`src/rtl/gpio_slave.sv`:
```
// Memory-mapped GPIO slave: direction/output registers, synchronised inputs,
// per-pin edge interrupts with W1C status and a registered irq. GPIO_DEBOUNCE_EN adds an input filter.
module gpio_slave #(
  parameter int unsigned GPIO_NUM        = 16,
  parameter int unsigned SYNC_STAGES     = 2,
  parameter int unsigned DEBOUNCE_CYCLES = 8
) (
  input  logic                clk,
  input  logic                rst,
  input  logic [31:0]         addr_i,
  input  logic                we_i,
  input  logic [31:0]         data_i,
  output logic [31:0]         data_o,
  input  logic [GPIO_NUM-1:0] gpio_i,
  output logic [GPIO_NUM-1:0] gpio_o,
  output logic [GPIO_NUM-1:0] gpio_oe_o,
  output logic                irq_o
);

  localparam logic [7:0] OFS_DIR  = 8'h00;
  localparam logic [7:0] OFS_OUT  = 8'h04;
  localparam logic [7:0] OFS_IN   = 8'h08;
  localparam logic [7:0] OFS_IE   = 8'h0C;
  localparam logic [7:0] OFS_EDGE = 8'h10;
  localparam logic [7:0] OFS_IS   = 8'h14;

  logic [GPIO_NUM-1:0] dir_q, out_q, ie_q, edge_sel_q, is_q, prev_q;
  logic                irq_q;
  logic [GPIO_NUM-1:0] sync_q [SYNC_STAGES];
  logic [GPIO_NUM-1:0] sync_c, in_c, ev_c, wd_c, rdata_c, clr_c;
  logic [7:0]          ofs_c;
  logic                sel_c, wr_c;
  logic                unused_ok;

  // Top nibble is stripped by the bus; upper data bits beyond GPIO_NUM are don't-care.
  assign unused_ok = ^{addr_i[31:28], data_i, 1'(DEBOUNCE_CYCLES)};

  assign sel_c = (addr_i[27:8] == 20'd0) && (addr_i[1:0] == 2'd0);
  assign ofs_c = addr_i[7:0];
  assign wr_c  = we_i && sel_c;
  assign wd_c  = data_i[GPIO_NUM-1:0];
  assign clr_c = (wr_c && (ofs_c == OFS_IS)) ? wd_c : '0;

  // Input synchroniser chain
  always_ff @(posedge clk) begin
    if (!rst) begin
      for (int unsigned i = 0; i < SYNC_STAGES; i++) sync_q[i] <= '0;
    end else begin
      sync_q[0] <= gpio_i;
      for (int unsigned i = 1; i < SYNC_STAGES; i++) sync_q[i] <= sync_q[i-1];
    end
  end

  assign sync_c = sync_q[SYNC_STAGES-1];

`ifdef GPIO_DEBOUNCE_EN
  localparam int unsigned CNT_W = $clog2(DEBOUNCE_CYCLES) + 1;

  logic [CNT_W-1:0]    cnt_q [GPIO_NUM];
  logic [GPIO_NUM-1:0] in_q;

  // IN follows sync only after it has disagreed for DEBOUNCE_CYCLES consecutive cycles
  always_ff @(posedge clk) begin
    if (!rst) begin
      in_q <= '0;
      for (int unsigned b = 0; b < GPIO_NUM; b++) cnt_q[b] <= '0;
    end else begin
      for (int unsigned b = 0; b < GPIO_NUM; b++) begin
        if (sync_c[b] == in_q[b]) begin
          cnt_q[b] <= '0;
        end else if (cnt_q[b] == CNT_W'(DEBOUNCE_CYCLES - 1)) begin
          in_q[b]  <= sync_c[b];
          cnt_q[b] <= '0;
        end else begin
          cnt_q[b] <= cnt_q[b] + CNT_W'(1);
        end
      end
    end
  end

  assign in_c = in_q;
`else
  assign in_c = sync_c;
`endif

  assign ev_c = (edge_sel_q & ~in_c & prev_q) | (~edge_sel_q & in_c & ~prev_q);

  // Register file, interrupt status and irq
  always_ff @(posedge clk) begin
    if (!rst) begin
      dir_q      <= '0;
      out_q      <= '0;
      ie_q       <= '0;
      edge_sel_q <= '0;
      is_q       <= '0;
      prev_q     <= '0;
      irq_q      <= 1'b0;
    end else begin
      if (wr_c) begin
        case (ofs_c)
          OFS_DIR:  dir_q      <= wd_c;
          OFS_OUT:  out_q      <= wd_c;
          OFS_IE:   ie_q       <= wd_c;
          OFS_EDGE: edge_sel_q <= wd_c;
          default:  ;
        endcase
      end
      is_q   <= (is_q & ~clr_c) | ev_c;
      prev_q <= in_c;
      irq_q  <= |(is_q & ie_q);
    end
  end

  // Combinational read mux
  always_comb begin
    rdata_c = '0;
    if (sel_c) begin
      case (ofs_c)
        OFS_DIR:  rdata_c = dir_q;
        OFS_OUT:  rdata_c = out_q;
        OFS_IN:   rdata_c = in_c;
        OFS_IE:   rdata_c = ie_q;
        OFS_EDGE: rdata_c = edge_sel_q;
        OFS_IS:   rdata_c = is_q;
        default:  rdata_c = '0;
      endcase
    end
  end

  assign data_o    = 32'(rdata_c);
  assign gpio_o    = out_q;
  assign gpio_oe_o = dir_q;
  assign irq_o     = irq_q;

endmodule

```
`config.mk`:
```
export PLATFORM = sky130hd
export DESIGN_NAME = gpio_slave
export DESIGN_NICKNAME = d
export VERILOG_FILES = /design/src/rtl/gpio_slave.sv
export SDC_FILE = /design/constraint.sdc
export NUM_CORES = 1
export LEC_CHECK = 0
export ABC_AREA = 1
export BUFFER_PORTS_ARGS = -buffer_cell sky130_fd_sc_hd__buf_2
export CORE_UTILIZATION = 54
export CTS_CLUSTER_DIAMETER = 40
export DETAILED_ROUTE_END_ITERATION = 10
export GPL_TIMING_DRIVEN = 0
export PLACE_DENSITY = 0.89
export SETUP_SLACK_MARGIN = 0.4
export SYNTH_ARGS = -nofsm -noshare
export SYNTH_HDL_FRONTEND = slang
export SYNTH_SLANG_ARGS = --single-unit
```
`constraint.sdc`:
```
create_clock -name clk -period 4.34 [get_ports clk]
set_clock_uncertainty 0.1 [all_clocks]
set_input_delay 0.868 -clock clk [delete_from_list [all_inputs] [get_ports clk]]
set_output_delay 0.868 -clock clk [all_outputs]
set_load 0.02 [all_outputs]
```
# ---- Yosys cells after proc, flatten, opt, wreduce, memory -nomap -nowiden
# Memory sizes are Yosys's and may differ from the RTL's.
# Index checks and enable logic that the tools add are counted.
dict set report word_totals {
  reg_bits 97
  mem_bits_rw 32
  inputBits 83
  out_inout_bits 65
  elab_cells 45
  memories 1
}
# name words word_bits read_ports rd_clocked_by_memory_dff write_ports line_no
set memory_table {}
lappend memory_table {sync_q 2 16 2 0 2 29} ;# logic [GPIO_NUM-1:0] sync_q [SYNC_STAGES];
dict set report op_classes {
  n_eq_ne 5
  n_mux 7
  bitwise_logic 14
  reduce_logical 11
}
# op count
set op_table {}
lappend op_table {{16-bit bitwise AND} 6}
lappend op_table {{16-bit case mux with 6 select lines} 1}
lappend op_table {{16-bit two-way mux} 4}
lappend op_table {{16-bit NOT} 4}
lappend op_table {{16-bit bitwise OR} 2}
lappend op_table {{20-bit zero test} 1}
lappend op_table {{8-bit by 4-bit equality test with 1-bit output, second input constant} 2}
lappend op_table {{8-bit by 5-bit equality test with 1-bit output, second input constant} 2}
lappend op_table {{16-bit OR reduction} 1}
lappend op_table {{8-bit by 3-bit equality test with 1-bit output, second input constant} 1}
lappend op_table {{8-bit zero test} 1}
lappend op_table {{2-bit AND reduction} 4}
lappend op_table {{1-bit logical AND} 3}
lappend op_table {{2-bit zero test} 1}
lappend op_table {{1-bit two-way mux} 2}
lappend op_table {{1-bit bitwise OR} 2}

# ---- Longest topological paths before layout
dict set report logic_depth {
  word_depth 8
  mapped_depth 11
  mapped_depth_nobuf 10
}

# ---- Worst setup path before layout
# Ideal clock, no wire load.
dict set report synth_path {
  kind {input -> output}
  start {input port addr_i[7]}
  end {output port data_o[11]}
  t_arrival_ps 2106
  t_required_ps 3372
  slack_ps 1266
  cell_stages 8
  n_path_buf 2
  path_cell_list {nor2_2 -> nand3_2 -> or2_1 -> buf_6 -> clkbuf_2 -> o21ai_0 -> nor3_1 -> nor2_1}
}
dict set report synth_between {
  elab_chain_cells 3
  elab_cells_between_ends 8
  cone_classes {eq/ne (5); mux (2); reduce/logical (1)}
}
# element line_no
set synth_rtl {}
lappend synth_rtl {{start, declared} 10} ;# input logic [31:0] addr_i,
lappend synth_rtl {{8-bit by 5-bit equality test with 1-bit output (tied with other cells)} 118} ;# case (ofs_c)
lappend synth_rtl {{16-bit case mux with 6 select lines (*)} 118}
lappend synth_rtl {{16-bit two-way mux (*)} 117} ;# if (sel_c) begin
lappend synth_rtl {{end, declared} 13} ;# output logic [31:0] data_o,
# Every way passes the cells marked *; elsewhere a longest branch is shown, timed or not.

# ---- Final worst setup path
dict set report layout_path {
  start {input port addr_i[0]}
  end {output port data_o[12]}
}
dict set report layout_between {
  elab_chain_cells 3
  elab_cells_between_ends 10
  cone_classes {eq/ne (5); mux (2); reduce/logical (3)}
}
# element line_no
set layout_rtl {}
lappend layout_rtl {{8-bit by 5-bit equality test with 1-bit output (tied with other cells)} 118}
lappend layout_rtl {{16-bit case mux with 6 select lines or 1-bit logical AND (tied branches)} {118, 38}}
lappend layout_rtl {{16-bit two-way mux (*)} 117}
# Marks and branches as above.

==> impl_metrics.py <==
metrics = {
    "run_status": {
        "status": "finished clean",
    },
    "clock_network": {
        "ctsHoldBuffers": 0,
        "htreeDepth": 4,
        "clkLatencyLatePin_ns": 0.54,
        "post_cts_resized": 0,
        "numCtsBuffers": 17,
        "root_buffer": "clkbuf_8",
        "cts_tree": "done",
        "cts_max_path_buffers": 2,
        "path_clk_slew_ns": 0.06,
        "cts_setup_buffers": 0,
        "cts_sinks": 129,
    },
    "route": {
        "via_count": 6101,
        "routedWlPerCell_um": 13.7,
        "drc_errors": 0,
        "via_per_inst": 5.06,
        "drt_wl_total_um": 16600,
        "final_antenna_net_count": 0,
        "dr.first_iter.drc_count": 559,
        "first_pass_iters": 5,
    },
    "timing": {
        "fin_setup_tns_ns": 0,
        "max_freq_mhz": 271,
        "worst_pin_slew_ns": 0.648,
        "maxSlewHeadroom": 0.568,
        "min_period_ns": 3.68,
        "hold_viol": 0,
        "finalCritPeriodShare": 0.849,
        "rsz0062_at_grt": "false",
        "slew_violations": 0,
        "setup_viol": 0,
    },
    "critical_path": {
        "rr_startpoint": "ie_q[3]",
        "worstReg2RegEnd": "irq_o",
        "rrSetupSlack_ns": 3.22,
        "crit_path_start": "addr_i[0]",
        "critPathArrivalTime_ns": 2.72,
        "required_ns": 3.37,
        "cp-end-kind": "output port",
        "reg2regPathDepth": 4,
        "crit_end": "data_o[12]",
        "criticalPathCategory": "in -> out",
        "critPathMaxFanout": 10,
        "start_kind": "input pin",
    },
    "floorplanning": {
        "die_h_um": 107,
        "dieArea_sq_um": 11500,
        "top_level_ports": 148,
        "core_area_sq_um": 10800,
        "fp.dieW_um": 107,
        "start_util": 0.554,
        "rows": 38,
    },
    "synthesis": {
        "synth-edff-count": 0,
        "synth_cell_type_count": 28,
        "synth.most_common_cell": "nand2_1",
        "syn_area_sq_um": 5980,
        "synth_seq_cells": 129,
        "syn_avg_cell_area_sq_um": 6.57,
        "ys_async_sr_fraction": 0,
        "ys_dominant_reg_cell": "dfxtp_1",
        "yosys_warnings": 0,
        "synth_top_area_frac": 0.432,
        "ys_top_cells_by_count": "nand2_1 (261), nor2_1 (159), inv_1 (133)",
        "synth_top_area_cell": "dfxtp_1",
        "yosys-top-cells-area": "dfxtp_1 (43%), nand2_1 (16%), nor2_1 (10%), inv_1 (8.3%), o21ai_0 (4.4%)",
        "ys_seq_area_frac": 0.432,
        "syn-instance-count": 910,
    },
    "global_routing": {
        "busiest_layer": "met2",
        "grt_use_met1": 0.362,
        "antenna_found_initial": 0,
        "first_global_vias": 5876,
        "grt.met3_usage": 0.0605,
        "grt_max_degree": 17,
        "grt_pass1_wl_um": 26800,
        "grt_use_met2": 0.507,
        "track_usage": 0.301,
        "gr-total-overflow": 0,
    },
    "cells_and_area": {
        "fillerInstances": 865,
        "final_cell_area_sq_um": 7390,
        "layout.nets": 1136,
        "multiInputGateArea_sq_um": 2570,
        "drive_gt1_frac": 0.175,
        "final_core_util": 0.685,
        "diodes": 0,
        "area_growth_pct": 23.6,
        "final-seq-area_sq_um": 2580,
    },
    "place": {
        "dp_hpwl_um": 11700,
        "gp_congestion": 0.923,
        "place_area_sq_um": 6760,
        "port_buffers": 109,
    },
    "min_path": {
        "hold_path_class": "reg -> reg",
    },
    "job": {
        "cap_violations": 0,
    },
    "pwr": {
        "p_leak_uw": 0.00351,
        "irDropWorstVdd_mv": 0.253,
        "powerDensity_nw_per_um2": 396,
    },
}
[cells in the final DEF, fill, tap and decap left out, drive strengths merged, types with 2 or more instances in the layout]
cell    count
nand4      19
nor2      165
o21ai      64
conb       16
nand2     264
dfxtp     129
nor3       19
nand3      35
bufinv      5
buf       146
clkbuf     39
clkinv      8
a221oi      2
inv       137
a21oi      16
[critical path: stages]
cell and delay (ns):
buf_2 0.10, inv_1 0.05, nand2_2 0.08, nor3_4 0.34, clkbuf_1 0.44, nand3_1 0.11, o21ai_1 0.20, nor3_1 0.09
nor2_1 0.21, buf_2 0.21
[sequential cells by signal, summed over array words and instances, names as in the netlist]
register,count
prev_q,16
edge_sel_q,16
irq_o,1
gpio_oe_o,16
gpio_o,16
sync_q,32
is_q,16
ie_q,16
[area by class of cell]
type,instances,share of cell area
clock inverter,12,0.0281
multi-input combinational,602,0.348
timing repair buffer,109,0.0738
sequential,129,0.349
tap,140,0.0237
inverter,138,0.0701
clock buffer,20,0.0575
buffer,56,0.0491
[cells by family (layout without fill, tap and decap cells)]
family,Yosys count,in the layout,synth area share
simple gates,503,503,0.350
buf+inv,194,335,0.147
flops,129,129,0.432
compound gates,83,83,0.0709
other cells,1,16,0.000627
[stage by stage]
stage          instances  total power (uW)  setup WS (ns)  hold WS (ns)
2_1_floorplan        925              1340           1.27         0.290
3_3_place_gp        1174              1400          0.741         0.294
3_5_place_dp        1174              1400          0.719         0.295
4_1_cts             1206              2910          0.721         0.308
5_1_grt             1206              2990          0.510         0.319
6_report            1206              2920          0.656         0.309
[how the worst min path moves through the flow]
stage / cells past startpoint / from / endpoint / slack (ns)
global placement: 2 / sync_q[0][15] / sync_q[0][31] / 0.29
finish: 2 / sync_q[0][5] / sync_q[0][21] / 0.31
CTS: 2 / sync_q[0][5] / sync_q[0][21] / 0.31
floorplan: 2 / sync_q[0][0] / sync_q[0][16] / 0.29
global route: 2 / sync_q[0][5] / sync_q[0][21] / 0.32
detailed placement: 2 / sync_q[0][5] / sync_q[0][21] / 0.29
[power breakdown]
part,internal [uW],switching [uW]
registers,1210,15.6
logic,57.1,101
clock network,996,544
[metal layers]
| metal | part of all wire | vias to the layer above |
|---|---|---|
| li1 | - | 3015 |
| met1 | 0.41 | 2658 |
| met2 | 0.46 | 366 |
| met3 | 0.096 | 62 |
| met4 | 0.035 | 0 |
| met5 | 0 | - |
No activity file was read; power rests on OpenSTA's default activity.
